===== config.mk =====
export PLATFORM = sky130hd
export DESIGN_NAME = sdb_seq_ctrl
export DESIGN_NICKNAME = d
export VERILOG_FILES = /design/src/rtl/sdb_seq_ctrl.sv
export SDC_FILE = /design/constraint.sdc
export NUM_CORES = 1
export LEC_CHECK = 0
export ABC_AREA = 0
export BUFFER_PORTS_ARGS = -buffer_cell sky130_fd_sc_hd__buf_2
export CAP_MARGIN = 20
export CORE_ASPECT_RATIO = 0.8
export CORE_MARGIN = 4
export CORE_UTILIZATION = 35
export DETAILED_ROUTE_END_ITERATION = 6
export SLEW_MARGIN = 10
export SYNTH_ARGS = -nofsm -noshare
export SYNTH_HDL_FRONTEND = slang
export SYNTH_SLANG_ARGS = --single-unit
export TNS_END_PERCENT = 5

===== constraint.sdc =====
create_clock -name clk -period 5.6 [get_ports clk]
set_clock_uncertainty 0.2 [all_clocks]
set_input_delay 0.28 -clock clk [delete_from_list [all_inputs] [get_ports clk]]
set_output_delay 0.28 -clock clk [all_outputs]
set_load 0.005 [all_outputs]

===== src/rtl/sdb_seq_ctrl.sv =====
// ---------------------------------------------------------------------------
// sdb_seq_ctrl
//
// Sequences one TOT_W-bit addition (a + b + c_in) through a single SLICE_W-bit
// self-dual adder slice (sdb), one slice per clock, least significant first.
// The sdb carries a complementary second rail; any disagreement between the
// rails during an operation raises a sticky err flag.
//
// Ports
//   clk        : clock, all state changes on the rising edge
//   rst_n      : asynchronous active-low reset
//   in_valid   : a, b, c_in are offered
//   in_ready   : block accepts an operation this cycle (IDLE only)
//   a, b       : TOT_W-bit operands
//   c_in       : carry-in
//   out_valid  : sum, c_out, err are valid (DONE only)
//   out_ready  : consumer takes the result
//   sum        : (a + b + c_in) mod 2^TOT_W
//   c_out      : carry-out of the full addition
//   err        : slice self-check failed at least once in this operation
// ---------------------------------------------------------------------------

// ---------------------------------------------------------------------------
// sdb : SLICE_W-bit ripple adder slice with a complementary check rail.
//
// Rail 1 adds a, b, c_in directly. Rail 2 adds the complemented operands;
// since a full adder is self-dual, rail 2 must produce ~s1 and ~c_out_1.
// c_out_2 is re-inverted so a healthy slice gives c_out_1 == c_out_2 and
// s1 == ~s2.
//
// Ports
//   a, b    : slice operands
//   c_in    : slice carry-in
//   p       : propagate vector, a ^ b (shared by both rails)
//   s1      : true-rail sum
//   s2      : complement-rail sum (expected ~s1)
//   c_out_1 : true-rail carry-out
//   c_out_2 : complement-rail carry-out, re-inverted (expected c_out_1)
// ---------------------------------------------------------------------------
module sdb #(
    parameter int W = 8
) (
    input  logic [W-1:0] a,
    input  logic [W-1:0] b,
    input  logic         c_in,
    input  logic [W-1:0] p,
    output logic [W-1:0] s1,
    output logic [W-1:0] s2,
    output logic         c_out_1,
    output logic         c_out_2
);

    logic [W:0] c_t;  // true-rail carry chain
    logic [W:0] c_n;  // complement-rail carry chain

    always_comb begin
        c_t    = '0;
        c_n    = '0;
        s1     = '0;
        s2     = '0;
        c_t[0] = c_in;
        c_n[0] = ~c_in;
        for (int i = 0; i < W; i++) begin
            s1[i]    = p[i] ^ c_t[i];
            c_t[i+1] = (a[i] & b[i]) | (p[i] & c_t[i]);
            // (~a) ^ (~b) == p, so the propagate term is shared
            s2[i]    = p[i] ^ c_n[i];
            c_n[i+1] = (~a[i] & ~b[i]) | (p[i] & c_n[i]);
        end
        c_out_1 = c_t[W];
        c_out_2 = ~c_n[W];
    end

endmodule

module sdb_seq_ctrl #(
    parameter int SLICE_W  = 8,
    parameter int N_SLICES = 4,
    localparam int TOT_W   = SLICE_W * N_SLICES
) (
    input  logic             clk,
    input  logic             rst_n,
    input  logic             in_valid,
    output logic             in_ready,
    input  logic [TOT_W-1:0] a,
    input  logic [TOT_W-1:0] b,
    input  logic             c_in,
    output logic             out_valid,
    input  logic             out_ready,
    output logic [TOT_W-1:0] sum,
    output logic             c_out,
    output logic             err
);

    localparam int K_W = (N_SLICES > 1) ? $clog2(N_SLICES) : 1;
    localparam logic [K_W-1:0] K_LAST = K_W'(N_SLICES - 1);

    typedef enum logic [1:0] {
        IDLE = 2'd0,
        RUN  = 2'd1,
        DONE = 2'd2
    } state_t;

    state_t             state_q, state_d;
    logic [K_W-1:0]     k_q, k_d;
    logic [TOT_W-1:0]   a_q, a_d;
    logic [TOT_W-1:0]   b_q, b_d;
    logic               carry_q, carry_d;
    logic [TOT_W-1:0]   sum_q, sum_d;
    logic               err_q, err_d;
    // Holds in_ready low while reset is asserted; goes high at the first
    // edge after release.
    logic               live_q, live_d;

    logic [SLICE_W-1:0] sl_a, sl_b, sl_p, sl_s1, sl_s2;
    logic               sl_co1, sl_co2;
    int                 sl_off;

    // Slice operands come only from the captured registers, never from the
    // live input ports.
    always_comb begin
        sl_off = int'(k_q) * SLICE_W;
        sl_a   = a_q[sl_off +: SLICE_W];
        sl_b   = b_q[sl_off +: SLICE_W];
        sl_p   = sl_a ^ sl_b;
    end

    sdb #(
        .W (SLICE_W)
    ) u_sdb (
        .a       (sl_a),
        .b       (sl_b),
        .c_in    (carry_q),
        .p       (sl_p),
        .s1      (sl_s1),
        .s2      (sl_s2),
        .c_out_1 (sl_co1),
        .c_out_2 (sl_co2)
    );

    assign in_ready  = (state_q == IDLE) & live_q;
    assign out_valid = (state_q == DONE);
    assign sum       = sum_q;
    assign c_out     = carry_q;
    assign err       = err_q;

    always_comb begin
        state_d = state_q;
        k_d     = k_q;
        a_d     = a_q;
        b_d     = b_q;
        carry_d = carry_q;
        sum_d   = sum_q;
        err_d   = err_q;
        live_d  = 1'b1;
        case (state_q)
            IDLE: begin
                if (in_valid && in_ready) begin
                    a_d     = a;
                    b_d     = b;
                    carry_d = c_in;
                    sum_d   = '0;
                    err_d   = 1'b0;
                    k_d     = '0;
                    state_d = RUN;
                end
            end
            RUN: begin
                sum_d[sl_off +: SLICE_W] = sl_s1;
                carry_d = sl_co1;
                if ((sl_co1 != sl_co2) || (sl_s1 != ~sl_s2)) begin
                    err_d = 1'b1;
                end
                // k parks on the last slice instead of wrapping
                if (k_q == K_LAST) begin
                    state_d = DONE;
                end else begin
                    k_d = k_q + K_W'(1);
                end
            end
            DONE: begin
                if (out_ready) begin
                    state_d = IDLE;
                end
            end
            default: state_d = IDLE;
        endcase
    end

    always_ff @(posedge clk or negedge rst_n) begin
        if (!rst_n) begin
            state_q <= IDLE;
            k_q     <= '0;
            a_q     <= '0;
            b_q     <= '0;
            carry_q <= 1'b0;
            sum_q   <= '0;
            err_q   <= 1'b0;
            live_q  <= 1'b0;
        end else begin
            state_q <= state_d;
            k_q     <= k_d;
            a_q     <= a_d;
            b_q     <= b_d;
            carry_q <= carry_d;
            sum_q   <= sum_d;
            err_q   <= err_d;
            live_q  <= live_d;
        end
    end

endmodule


==> run metrics <==
CP Capture Type=flop; # IOs=approximately 110; Synth Warn #=0; clk buf depth=2; min Tclk post-route=approximately 5 ns; Avg Vias per Cell=~4.6; VDD IR max=about 0.35 mV; unrepaired setup endpoints after global routing=no; Worst Path Max Fanout=12; Die Y-Extent=approximately 110 um; Max Transition Viols Final=0; first-pass GRT wire length=20,400 um; xor/xnor share of the synthesized area=roughly 1.5%; largest family of logic cells by synthesized area=simple AND/OR/NAND/NOR gates; clk slew on worst S/H paths=roughly 0.06 ns; Synth-to-Final Area Change=34.3%; final WL=approximately 12,000 um; max-cap check violation count=0; routing usage on met1=22.4%; TritonCTS Buffers=9; Die Footprint=~16,000 um2; Skew-Pair Late Insertion Delay=0.34 ns; worst r2r dst=err$_DFFE_PN0P_; worst-margin pin slew=between 0.6 and 0.7 ns; antenna diode count=0; Netlist cell types=30; Worst Path Class, Setup=flop to flop; Antenna Nets Post-Route=0; sequential fraction of the synthesis area=between 50% and 60%; Pleak=3.28 nW; final instance area=between 6000 and 7000 um2; GR Util All Layers=roughly 16%; Synth Net Count=between 500 and 600; clock power share=roughly 15%; initial antenna violation count=0; area taken by multi-input logic gates=approximately 2000 um2; Sw Ratio=approximately two fifths; post-CTS sizing=0; Most Frequent Cell on Critical Path=fa_1; chip width=139 um; Buffers on Ports=104; Std-Cell Rows=37; GPL Wtd Cong=between 0.8 and 0.9; Mapped Cells=475; most common cell after layout, fill and taps aside=nand2_1; largest net degree at the start of global routing=68; ratio of cells with drive above 1 in the final layout=22.7%; fmax=approximately 0.20 GHz; post-synthesis adder-cell area fraction=under 10%; relative slew slack=54.0%; drt drc=0; Reg area=between 2000 and 3000 um2; Starting Density=36.5%; Critical Path Start Type=flop; met3 usage=4.35%; worst r2r src=k_q[0]$_DFFE_PN0P_; Vias=3,821; Yosys reg bits=around 100; Reg2Reg Depth=16; met2 Usage GRT=a little over a quarter; nets=between 700 and 800; count of final hold-check violations=0; final setup violation count=0; crit-path cells=buf_4, mux4_2, inv_1, fa_1, fa_1, fa_1, fa_1, inv_1, fa_1, inv_1, fa_1, fa_1, xnor2_1, nand4_1, nor2_1, o21ai_0; Post-Place Cell Area=~5500 um2; Fillers=between 1,000 and 1,500; arrival time worst endpoint=roughly 5.1 ns; sw power=approximately 0.0016 W; part of the power in registers=a little under a third; H-tree lvl count=3; vias in the first global route=3,989; Comb pwr share=between 50% and 60%; Cell Area, Synth=4800 um2; gr busiest metal=met2; mux share of post-synthesis cell area=under 10%; CP required=about 5.6 ns; clk sink count=103; status=completed; Pre-antenna DRT Iters=4; CTS Root Cell=clkbuf_16; CP max-delay cell=dfrtp_1; placed wire-length estimate=8610 um; CP Launch Point=k_q[0]$_DFFE_PN0P_; Tcrit/Tclk final=approximately nine tenths; Synth Area in Compound Gates=under 10%; most frequent cells in the layout=224 x nand2_1, 103 x dfrtp_1, 103 x buf_2, 67 x dlygate4sd3_1, 22 x o21ai_0; setup slack, reg-to-reg=slightly below 0.5 ns; PwrDens=roughly 630 nW/um2; Fin Setup TNS=0 ns; Pint=0.00239 W; grt ovf=0; Worst Setup EP=err$_DFFE_PN0P_; simple-gate share of the synthesized area=between 20 and 25%; Worst path max stage delay=~0.60 ns; Hold Path Class=flop to flop; CORE AREA=around 13,000 um2; wire per inst=around 15 um; Initial DRC Count=roughly 220; CTS tree=done; Avg Cell Area, Syn=10.1 um2
worst min path at each step:
stage | start | endpoint | slack [ns] | cells after the start
4_1_cts | out_ready | state_q[1]$_DFFE_PN0P_ | 0.001 | 3
6_report | a_q[13]$_DFFE_PN0P_ | a_q[13]$_DFFE_PN0P_ | 0.27 | 2
3_5_place_dp | rst_n | sum[24]$_DFFE_PN0P_ | 0.14 | 1
3_3_place_gp | rst_n | sum[29]$_DFFE_PN0P_ | 0.13 | 1
5_1_grt | sum[26]$_DFFE_PN0P_ | sum[26]$_DFFE_PN0P_ | 0.30 | 2
2_1_floorplan | rst_n | a_q[0]$_DFFE_PN0P_ | -0.22 | 0
critical path, delay by kind of cell, from the launching register on:
family                   cells  cell delay [ns]
AND/OR/NAND/NOR              2             0.20
multiplexers                 1             0.26
flip-flops                   1             0.60
XOR/XNOR                     1             0.11
buffers and inverters        4             0.54
AO/OA/AOI/OAI                1             0.08
adder cells (fa/ha/maj)      7             2.98
registers in the layout (all words and copies together) (netlist names):
name	count
live_q	1
state_q	2
sum	32
b_q	32
c_out	1
k_q	2
a_q	32
err	1
power by group through the flow:
stage	Combinational [W]	Clock [W]	Sequential [W]
2_1_floorplan	0.00159	0	0.00121
3_3_place_gp	0.00208	0	0.00128
3_5_place_dp	0.00214	0	0.00129
4_1_cts	0.00218	0.000606	0.00128
5_1_grt	0.00245	0.000636	0.00132
6_report	0.00217	0.000598	0.00128
Yosys cell counts:
library cell,number,area [um2]
nor2_1,2,7.51
nand2b_4,1,13.8
buf_4,5,37.5
or4_4,1,11.3
o21ai_0,22,110
fa_1,15,300
nor4_1,2,12.5
and3_1,2,12.5
and2b_1,1,7.51
buf_6,1,11.3
o2bb2ai_1,2,17.5
o211ai_1,1,7.51
dfrtp_1,103,2580
xnor2_1,8,70.1
nand2_1,225,845
ha_1,4,50.1
or4_1,1,7.51
and2_1,1,6.26
mux4_2,16,360
o21ai_1,6,30.0
inv_1,21,78.8
clkbuf_1,5,18.8
conb_1,1,3.75
a22o_1,8,70.1
nand3b_1,1,7.51
buf_2,9,45.0
nor3b_2,2,25.0
a21o_1,4,30.0
nand3_1,3,15.0
nand4_1,2,12.5
metrics by stage:
stage	hold WS, ns	std cells	setup WS [ns]	power, W	util (%)
final	0.272	822	0.487	0.00404	49.0
after global routing	0.296	822	0.147	0.00440	49.0
after CTS	0.00126	820	0.434	0.00407	48.8
after detailed placement	0.140	739	0.483	0.00344	41.6
after global placement	0.132	739	0.541	0.00337	41.6
after floorplan	-0.216	475	0.547	0.00280	-
final cells by class:
type                       count  area share (%)
clock buffer                  12            4.13
clock inverter                 3           0.272
inverter                      21            1.22
multi-input combinational    331            31.6
sequential                   103            40.0
tap                          175            3.40
timing repair buffer         177            19.4
cells by family after synthesis:
| kind of cell | Yosys count |
|---|---|
| fa+ha+maj | 19 |
| mux | 16 |
| compound gates | 43 |
| other cells | 1 |
| flops | 103 |
| buf+inv | 41 |
| xor+xnor | 8 |
| simple gates | 244 |
timing repair:
item,CTS,global route
hold buffers,66,1
setup buffers,0,0
endpoints found under the hold margin,114,1
layer usage:
metal / share of wire (%) / wire length, um / up-vias
li1: - / - / 1854
met1: 46 / 5650 / 1839
met2: 47 / 5760 / 113
met3: 5.9 / 732 / 15
met4: 1.6 / 193 / 0
met5: 0 / 0 / -
Note: power is estimated with default switching activity, not from simulation.
